$ cat config.mk
export PLATFORM = sky130hd
export DESIGN_NAME = wb_mem_bridge_flat
export DESIGN_NICKNAME = d
export VERILOG_FILES = /design/src/rtl/wb_mem_bridge_if.sv /design/src/rtl/wb_mem_bridge.sv /design/src/flat_wrapper.sv
export SDC_FILE = /design/constraint.sdc
export NUM_CORES = 1
export LEC_CHECK = 0
export ABC_AREA = 1
export CAP_MARGIN = 15
export CELL_PAD_IN_SITES_DETAIL_PLACEMENT = 0
export CELL_PAD_IN_SITES_GLOBAL_PLACEMENT = 1
export CORE_MARGIN = 2
export CORE_UTILIZATION = 29
export DETAILED_ROUTE_END_ITERATION = 7
export PLACE_DENSITY_LB_ADDON = 0.1
export REMOVE_ABC_BUFFERS = 1
export SLEW_MARGIN = 10
export SYNTH_ARGS = -nofsm -noshare
export SYNTH_HDL_FRONTEND = slang
export SYNTH_SLANG_ARGS = --single-unit
$ cat constraint.sdc
create_clock -name clk_i -period 1.5 [get_ports clk_i]
set_input_delay 0.225 -clock clk_i [delete_from_list [all_inputs] [get_ports clk_i]]
set_output_delay 0.225 -clock clk_i [all_outputs]
set_load 0.005 [all_outputs]
$ cat src/rtl/wb_mem_bridge_if.sv
// CPU load/store port and Wishbone classic master signals of wb_mem_bridge.
// The master modport is the bridge's view; slave is the CPU/memory side.
interface wb_mem_bridge_if;
    logic        cpu_req_i;
    logic        cpu_we_i;
    logic [31:0] cpu_addr_i;
    logic [3:0]  cpu_sel_i;
    logic [31:0] cpu_wdata_i;
    logic        cpu_ready_o;
    logic        cpu_done_o;
    logic        cpu_err_o;
    logic [31:0] cpu_rdata_o;
    logic        wb_cyc_o;
    logic        wb_stb_o;
    logic        wb_we_o;
    logic [31:0] wb_addr_o;
    logic [3:0]  wb_sel_o;
    logic [31:0] wb_data_o;
    logic [31:0] wb_data_i;
    logic        wb_ack_i;

    modport master (
        input  cpu_req_i, cpu_we_i, cpu_addr_i, cpu_sel_i, cpu_wdata_i, wb_data_i, wb_ack_i,
        output cpu_ready_o, cpu_done_o, cpu_err_o, cpu_rdata_o,
               wb_cyc_o, wb_stb_o, wb_we_o, wb_addr_o, wb_sel_o, wb_data_o
    );

    modport slave (
        output cpu_req_i, cpu_we_i, cpu_addr_i, cpu_sel_i, cpu_wdata_i, wb_data_i, wb_ack_i,
        input  cpu_ready_o, cpu_done_o, cpu_err_o, cpu_rdata_o,
               wb_cyc_o, wb_stb_o, wb_we_o, wb_addr_o, wb_sel_o, wb_data_o
    );
endinterface

$ cat src/rtl/wb_mem_bridge.sv
// One Wishbone classic cycle per CPU request, with a forced cyc/stb-low gap after each ack.
// Define WB_MEM_BRIDGE_TIMEOUT_EN to abort cycles that see no ack within TIMEOUT_CYCLES.
module wb_mem_bridge #(
    parameter int GAP_CYCLES     = 1,
    parameter int TIMEOUT_CYCLES = 64
) (
    input  logic             clk_i,
    input  logic             rst_n_i,
    wb_mem_bridge_if.master  bus
);
    typedef enum logic [1:0] {IDLE, BUS, GAP} state_t;

    state_t      state_q;
    logic        cyc_q;
    logic        we_q;
    logic [31:0] addr_q;
    logic [3:0]  sel_q;
    logic [31:0] wdata_q;
    logic        ready_q;
    logic        done_q;
    logic [31:0] rdata_q;
    logic [3:0]  gap_q;

`ifdef WB_MEM_BRIDGE_TIMEOUT_EN
    localparam int TW = $clog2(TIMEOUT_CYCLES + 1);

    logic [TW-1:0] to_q, to_d;
    logic          to_hit;
    logic          err_q;

    // Saturating count of BUS cycles; the limit is hit on the edge it would reach TIMEOUT_CYCLES.
    always_comb begin
        to_d   = (to_q == TW'(TIMEOUT_CYCLES)) ? to_q : to_q + TW'(1);
        to_hit = (to_d == TW'(TIMEOUT_CYCLES));
    end

    always_ff @(posedge clk_i or negedge rst_n_i) begin
        if (!rst_n_i)
            to_q <= '0;
        else if (state_q == IDLE && bus.cpu_req_i)
            to_q <= '0;
        else if (state_q == BUS)
            to_q <= to_d;
    end

    assign bus.cpu_err_o = err_q;
`else
    assign bus.cpu_err_o = 1'b0;
`endif

    always_ff @(posedge clk_i or negedge rst_n_i) begin
        if (!rst_n_i) begin
            state_q <= IDLE;
            cyc_q   <= 1'b0;
            we_q    <= 1'b0;
            addr_q  <= '0;
            sel_q   <= '0;
            wdata_q <= '0;
            ready_q <= 1'b1;
            done_q  <= 1'b0;
            rdata_q <= '0;
            gap_q   <= '0;
`ifdef WB_MEM_BRIDGE_TIMEOUT_EN
            err_q   <= 1'b0;
`endif
        end else begin
            done_q <= 1'b0;
`ifdef WB_MEM_BRIDGE_TIMEOUT_EN
            err_q  <= 1'b0;
`endif
            case (state_q)
                IDLE: begin
                    if (bus.cpu_req_i) begin
                        we_q    <= bus.cpu_we_i;
                        addr_q  <= bus.cpu_addr_i;
                        sel_q   <= bus.cpu_sel_i;
                        wdata_q <= bus.cpu_wdata_i;
                        cyc_q   <= 1'b1;
                        ready_q <= 1'b0;
                        state_q <= BUS;
                    end
                end
                BUS: begin
                    if (bus.wb_ack_i) begin
                        cyc_q   <= 1'b0;
                        done_q  <= 1'b1;
                        if (!we_q)
                            rdata_q <= bus.wb_data_i;
                        gap_q   <= '0;
                        state_q <= GAP;
                    end
`ifdef WB_MEM_BRIDGE_TIMEOUT_EN
                    else if (to_hit) begin
                        cyc_q   <= 1'b0;
                        done_q  <= 1'b1;
                        err_q   <= 1'b1;
                        rdata_q <= '0;
                        gap_q   <= '0;
                        state_q <= GAP;
                    end
`endif
                end
                GAP: begin
                    // The slave only starts on a rising stb&cyc, so it must see low cycles here.
                    if (gap_q == 4'(GAP_CYCLES - 1)) begin
                        ready_q <= 1'b1;
                        state_q <= IDLE;
                    end else begin
                        gap_q <= gap_q + 4'd1;
                    end
                end
                default: state_q <= IDLE;
            endcase
        end
    end

    assign bus.cpu_ready_o = ready_q;
    assign bus.cpu_done_o  = done_q;
    assign bus.cpu_rdata_o = rdata_q;
    assign bus.wb_cyc_o    = cyc_q;
    assign bus.wb_stb_o    = cyc_q;
    assign bus.wb_we_o     = we_q;
    assign bus.wb_addr_o   = addr_q;
    assign bus.wb_sel_o    = sel_q;
    assign bus.wb_data_o   = wdata_q;
endmodule

$ cat src/flat_wrapper.sv
// flat-port wrapper written by rule: the top's interface ports become plain ports
module wb_mem_bridge_flat 
#(
    parameter int GAP_CYCLES     = 1,
    parameter int TIMEOUT_CYCLES = 64
)
  (clk_i, rst_n_i, bus_cpu_req_i, bus_cpu_we_i, bus_cpu_addr_i, bus_cpu_sel_i, bus_cpu_wdata_i, bus_wb_data_i, bus_wb_ack_i, bus_cpu_ready_o, bus_cpu_done_o, bus_cpu_err_o, bus_cpu_rdata_o, bus_wb_cyc_o, bus_wb_stb_o, bus_wb_we_o, bus_wb_addr_o, bus_wb_sel_o, bus_wb_data_o);
  wb_mem_bridge_if bus_i ();
  input  logic clk_i;
  input  logic rst_n_i;
  input wire logic [$bits(bus_i.cpu_req_i)-1:0] bus_cpu_req_i;
  input wire logic [$bits(bus_i.cpu_we_i)-1:0] bus_cpu_we_i;
  input wire logic [$bits(bus_i.cpu_addr_i)-1:0] bus_cpu_addr_i;
  input wire logic [$bits(bus_i.cpu_sel_i)-1:0] bus_cpu_sel_i;
  input wire logic [$bits(bus_i.cpu_wdata_i)-1:0] bus_cpu_wdata_i;
  input wire logic [$bits(bus_i.wb_data_i)-1:0] bus_wb_data_i;
  input wire logic [$bits(bus_i.wb_ack_i)-1:0] bus_wb_ack_i;
  output wire logic [$bits(bus_i.cpu_ready_o)-1:0] bus_cpu_ready_o;
  output wire logic [$bits(bus_i.cpu_done_o)-1:0] bus_cpu_done_o;
  output wire logic [$bits(bus_i.cpu_err_o)-1:0] bus_cpu_err_o;
  output wire logic [$bits(bus_i.cpu_rdata_o)-1:0] bus_cpu_rdata_o;
  output wire logic [$bits(bus_i.wb_cyc_o)-1:0] bus_wb_cyc_o;
  output wire logic [$bits(bus_i.wb_stb_o)-1:0] bus_wb_stb_o;
  output wire logic [$bits(bus_i.wb_we_o)-1:0] bus_wb_we_o;
  output wire logic [$bits(bus_i.wb_addr_o)-1:0] bus_wb_addr_o;
  output wire logic [$bits(bus_i.wb_sel_o)-1:0] bus_wb_sel_o;
  output wire logic [$bits(bus_i.wb_data_o)-1:0] bus_wb_data_o;
  assign bus_i.cpu_req_i = bus_cpu_req_i;
  assign bus_i.cpu_we_i = bus_cpu_we_i;
  assign bus_i.cpu_addr_i = bus_cpu_addr_i;
  assign bus_i.cpu_sel_i = bus_cpu_sel_i;
  assign bus_i.cpu_wdata_i = bus_cpu_wdata_i;
  assign bus_i.wb_data_i = bus_wb_data_i;
  assign bus_i.wb_ack_i = bus_wb_ack_i;
  assign bus_cpu_ready_o = bus_i.cpu_ready_o;
  assign bus_cpu_done_o = bus_i.cpu_done_o;
  assign bus_cpu_err_o = bus_i.cpu_err_o;
  assign bus_cpu_rdata_o = bus_i.cpu_rdata_o;
  assign bus_wb_cyc_o = bus_i.wb_cyc_o;
  assign bus_wb_stb_o = bus_i.wb_stb_o;
  assign bus_wb_we_o = bus_i.wb_we_o;
  assign bus_wb_addr_o = bus_i.wb_addr_o;
  assign bus_wb_sel_o = bus_i.wb_sel_o;
  assign bus_wb_data_o = bus_i.wb_data_o;
  wb_mem_bridge #(.GAP_CYCLES(GAP_CYCLES), .TIMEOUT_CYCLES(TIMEOUT_CYCLES)) u_core (.clk_i(clk_i), .rst_n_i(rst_n_i), .bus(bus_i));
endmodule
# Word level (Yosys, flattened, before mapping)
# Index checks and enable logic that the tools add are counted.
dict set report op_classes {
  bitwise 1
  eq_ne 6
  mux 15
  n_reduce_logical 11
  add_sub_neg 1
}
# operator n
set ops {}
lappend ops {{3-bit AND reduction} 5}
lappend ops {{4-bit two-way mux} 2}
lappend ops {{4-bit one-hot mux with 2 select lines} 1}
lappend ops {{1-bit two-way mux} 6}
lappend ops {{2-bit two-way mux} 3}
lappend ops {{2-bit != test (second input constant)} 3}
lappend ops {{2-bit one-hot mux with 3 select lines} 1}
lappend ops {{2-bit nonzero test} 3}
lappend ops {{4-bit by 1-bit adder with 4-bit output (second input constant)} 1}
lappend ops {{4-bit zero test} 1}
lappend ops {{1-bit one-hot mux with 2 select lines} 2}
lappend ops {{2-bit by 1-bit == test with 1-bit output (second input constant)} 1}
lappend ops {{2-bit == test (second input constant)} 1}
lappend ops {{2-bit zero test} 1}
lappend ops {{2-bit by 1-bit != test with 1-bit output (second input constant)} 1}
lappend ops {{2-bit AND reduction} 1}
lappend ops {{1-bit inverter} 1}
dict set report word_totals {
  out_inout_bits 106
  elab_cells 44
  ff_bits 110
}

# Longest topological paths before layout
dict set report logic_depth {
  depth_word 3
  mapped_depth 7
  ltp_nobuf 7
}

# Worst setup path before layout
# Ideal clock, no wire load.
dict set report synth_timing {
  kind {flip-flop to flip-flop}
  start {reg u_core.state_q[1]}
  end {reg u_core.addr_q[12], in the netlist u_core.bus.wb_addr_o[12]}
  stages_incl_launch_ff 8
  setup_slack_ps 374
  arrival_time_ps 1061
  setup_time_ps 65
  path_buffers 2
  cell_sequence {dfrtp_1 -> nor2_2 -> nand2_4 -> inv_2 -> buf_4 -> buf_6 -> nand2_1 -> nand2_1}
}
dict set report synth_via {
  elab_chain_len 2
}
# element line
set synth_rtl {}
lappend synth_rtl {{start, declared} wb_mem_bridge.sv:13} ;# state_t state_q;
lappend synth_rtl {{start signal, assigned} wb_mem_bridge.sv:53} ;# state_q <= IDLE;
lappend synth_rtl {{start signal, assigned} wb_mem_bridge.sv:80} ;# state_q <= BUS;
lappend synth_rtl {{start signal, assigned} wb_mem_bridge.sv:90} ;# state_q <= GAP;
lappend synth_rtl {{2-bit zero test} wb_mem_bridge.sv:71} ;# case (state_q)
lappend synth_rtl {{2-bit AND reduction (no source line)} --}
lappend synth_rtl {{end signal, assigned} wb_mem_bridge.sv:75} ;# addr_q <= bus.cpu_addr_i;
lappend synth_rtl {{end, declared} wb_mem_bridge.sv:16} ;# logic [31:0] addr_q;
# Every way passes these cells.
# A chain may end at the register's enable or synchronous reset.

# Worst setup path in the final report
dict set report layout_timing {
  start {reg u_core.rdata_q[26], in the netlist u_core.bus.cpu_rdata_o[26]}
  end {out bus_cpu_rdata_o[26]}
}
# element line
set layout_rtl {}
lappend layout_rtl {{start, declared} wb_mem_bridge.sv:21} ;# logic [31:0] rdata_q;
lappend layout_rtl {{start signal, assigned} wb_mem_bridge.sv:88} ;# rdata_q <= bus.wb_data_i;
lappend layout_rtl {{end, declared} flat_wrapper.sv:21} ;# output wire logic [$bits(bus_i.cpu_rdata_o)-1:0] bus_cpu_rdata_o;
# No word-level cell between the ends.

==> reports/qor.yml <==
run_status:
  run_status: "complete, no violations"
pwr:
  comb_power_share_pct: 39.5
  power.static_leakage_nw: 3.78
  power_frac_seq_pct: 40.3
  swShare_pct: 30.4
  p_sw_mw: 3.65
  power_report.internal_total_mw: 8.35
  power.ir.vdd_worst_mv: 0.570
  p_per_area_mw_per_mm2: 1710
  power.share.clock_pct: 20.2
setup_path:
  path_max_fanout: 2
  slowest_stage: "clkdlybuf4s50_1"
  worstPathBufferInverterCount: 1
  critical_path_class: "reg2out"
  cp.arrival_ps: 1230
  path_cells: "clkdlybuf4s50_1"
  slowest_delay_ps: 510
  timing.critical_path.to_type: "output pin"
  setup.worst_path.start_class: "flip-flop"
  timing.critical_path.max_delay_family: "buffers and inverters"
  required_ps: 1270
timing:
  layout_worst_path_cycle_share_pct: 97.2
  finalSetupViolCount: 0
  worst_setup_skew_after_layout_ps: 4.23
  finalHoldViolCount: 0
  grt_setup_unrepaired: "no"
  fin_tns_setup_ps: 0
  hold_slack_ps: 258
  clock.fmax_ghz: 0.686
  fin_crit_ps: 1460
  number_of_pins_exceeding_their_max_slew_limit_in_the_final_report: 0
synth:
  synthesis.area_sq_mm: 0.00430
  synthCells: 486
  yosys_most_used_dff: "dfrtp_1"
  synth_top_cells_by_area: "dfrtp_1, nand2_1, nand3_1, buf_2, inv_1"
  synth_top_cell_by_area: "dfrtp_1"
  yosys.area.top_type_share_pct: 63.4
  seq_area_frac_synth_pct: 64.0
  postSynthAreaPerCell_sq_um: 8.86
  synth_commonest_cells: "nand2_1, dfrtp_1, nand3_1"
  async_flop_share_pct: 100
  synth.yosys.warnings: 0
  netlist-cell-type-count: 18
  synthMostInstantiatedCell: "nand2_1"
  synth-edff-count: 0
  ys_seq_elements: 110
global_route:
  first_global_vias: 3877
  grt_pass1_wl_microns: 20200
  initial_antenna_violation_count: 0
  global_route.overflow_total: 0
  grt.total_usage_pct: 16.0
  grt_max_degree: 54
run:
  cap_violations: 0
floorplanning:
  io_pins: 211
  die_height_microns: 126
  dieArea_sq_mm: 0.0158
  core_region_sq_mm: 0.0145
  floorplan.initialDensity_pct: 29.6
  std_cell_rows: 44
  die-width_microns: 126
routing:
  wl_per_cell_microns: 14.1
  ant_nets: 0
  via_count: 3844
  drt_iter0_drc: 184
  wl_microns: 12400
  dr.pass1.iters: 4
  drc: 0
  via_per_inst: 4.35
cts:
  root_buffer: "clkbuf_16"
  h-tree-depth: 3
  clk_latency_ps: 350
  cts_tree: "done"
  clock_sinks: 110
  clkTransAtPathRegs_ps: 70
  tritoncts_buffer_count: 9
  clock_path_buffers: 2
final_layout:
  number_of_standard_cells_in_the_final_layout_excluding_fillers: 883
  diode_count: 0
  final_nets: 801
  area_growth_syn_to_layout_pct: 63.4
  final_layout_size_suffix_gt1_share_pct: 4.86
  utilization_pct: 48.4
worst_hold_path:
  min-delay-path-class: "in2async"
placed_design:
  post-dp-hpwl_microns: 8730
  port_buffers: 209
  routabilityCongestion: 0.726
  numPlacedInstances: 865
## layout make-up
class                      instances  area [sq um]
timing repair buffer             222          2330
clock buffer                      12           256
multi-input combinational        341          1370
tap                              184           230
clock inverter                     4          45.0
fill                            1421          7500
inverter                          10          37.5
sequential                       110          2750
## kinds of logic (layout without fill, tap and decap cells)
group | Yosys count | after routing | synth area share, %
flip-flops | 110 | 110 | 64.0
AO/OA/AOI/OAI | 2 | 2 | 0.232
other | 1 | 1 | 0.0871
buffers and inverters | 35 | 248 | 4.10
AND/OR/NAND/NOR | 336 | 336 | 31.0
adder cells (fa/ha/maj) | 2 | 2 | 0.581
## registers in the layout, summed over array words and instances (netlist names)
| signal | count |
|---|---|
| u_core.bus.cpu_done_o | 1 |
| u_core.bus.cpu_rdata_o | 32 |
| u_core.bus.cpu_ready_o | 1 |
| u_core.bus.wb_addr_o | 32 |
| u_core.bus.wb_cyc_o | 1 |
| u_core.bus.wb_data_o | 32 |
| u_core.bus.wb_sel_o | 4 |
| u_core.bus.wb_we_o | 1 |
| u_core.gap_q | 4 |
| u_core.state_q | 2 |
## metrics by stage
step	total power, mW	instance area [sq um]	setup WS [ps]
after floorplan	6.30	4170	-574
after global placement	9.74	6640	43.7
after detailed placement	9.81	6640	7.64
after CTS	12.3	6950	5.60
after global routing	12.9	7030	0.420
final	12.0	7030	41.8
## final timing paths
path	from	end	slack, ps	cells past startpoint
setup / recovery	u_core.bus.cpu_rdata_o[26]	bus_cpu_rdata_o[26]	40	1
hold / removal	rst_n_i	u_core.bus.cpu_rdata_o[16]	260	2
setup reg to reg	u_core.gap_q[0]	u_core.gap_q[2]	230	7
hold reg to reg	u_core.bus.cpu_rdata_o[23]	u_core.bus.cpu_rdata_o[23]	470	2
max in group asynchronous	rst_n_i	u_core.bus.wb_data_o[16]	650	3
min in group clk_i	bus_cpu_wdata_i[4]	u_core.bus.wb_data_o[4]	410	3
## cell usage in the layout (no fill, tap or decap), drive strengths merged
| cell | instances |
|---|---|
| nand2 | 291 |
| clkdlybuf4s50 | 174 |
| dfrtp | 109 |
| nand3 | 39 |
| dlymetal6s2s | 30 |
| buf | 13 |
| clkbuf | 12 |
| inv | 10 |
| dlygate4sd2 | 4 |
| nor2 | 4 |
| clkinv | 3 |
| nand4 | 2 |
| ha | 2 |
| a21oi | 1 |
| o21ai | 1 |
| conb | 1 |
| bufinv | 1 |
| dlygate4sd3 | 1 |
| dfstp | 1 |
## layer usage
| metal | track usage, % | part of all wire, % | up-vias |
|---|---|---|---|
| met5 | 0 | 0 | - |
| li1 | - | - | 1901 |
| met2 | 23.9 | 44 | 152 |
| met1 | 20.3 | 44 | 1778 |
| met3 | 7.01 | 11 | 13 |
| met4 | 6.59 | 1.6 | 0 |
## power by group through the flow
stage / sequential (mW) / combinational [mW] / clock, mW
floorplan: 4.96 / 1.34 / 0
global placement: 4.87 / 4.87 / 0
detailed placement: 4.89 / 4.93 / 0
CTS: 4.87 / 4.92 / 2.54
global route: 5.02 / 5.26 / 2.65
finish: 4.84 / 4.74 / 2.43
## repair_timing
| action | 4_1_cts | 5_1_grt |
|---|---|---|
| setup buffers | 0 | 1 |
| gates resized for setup | 4 | 30 |
| setup endpoints to repair | 4 | 31 |
| hold buffers | 1 | 0 |
| hold endpoints to repair | 42 | 0 |
Note: power is estimated with default switching activity, not from simulation.
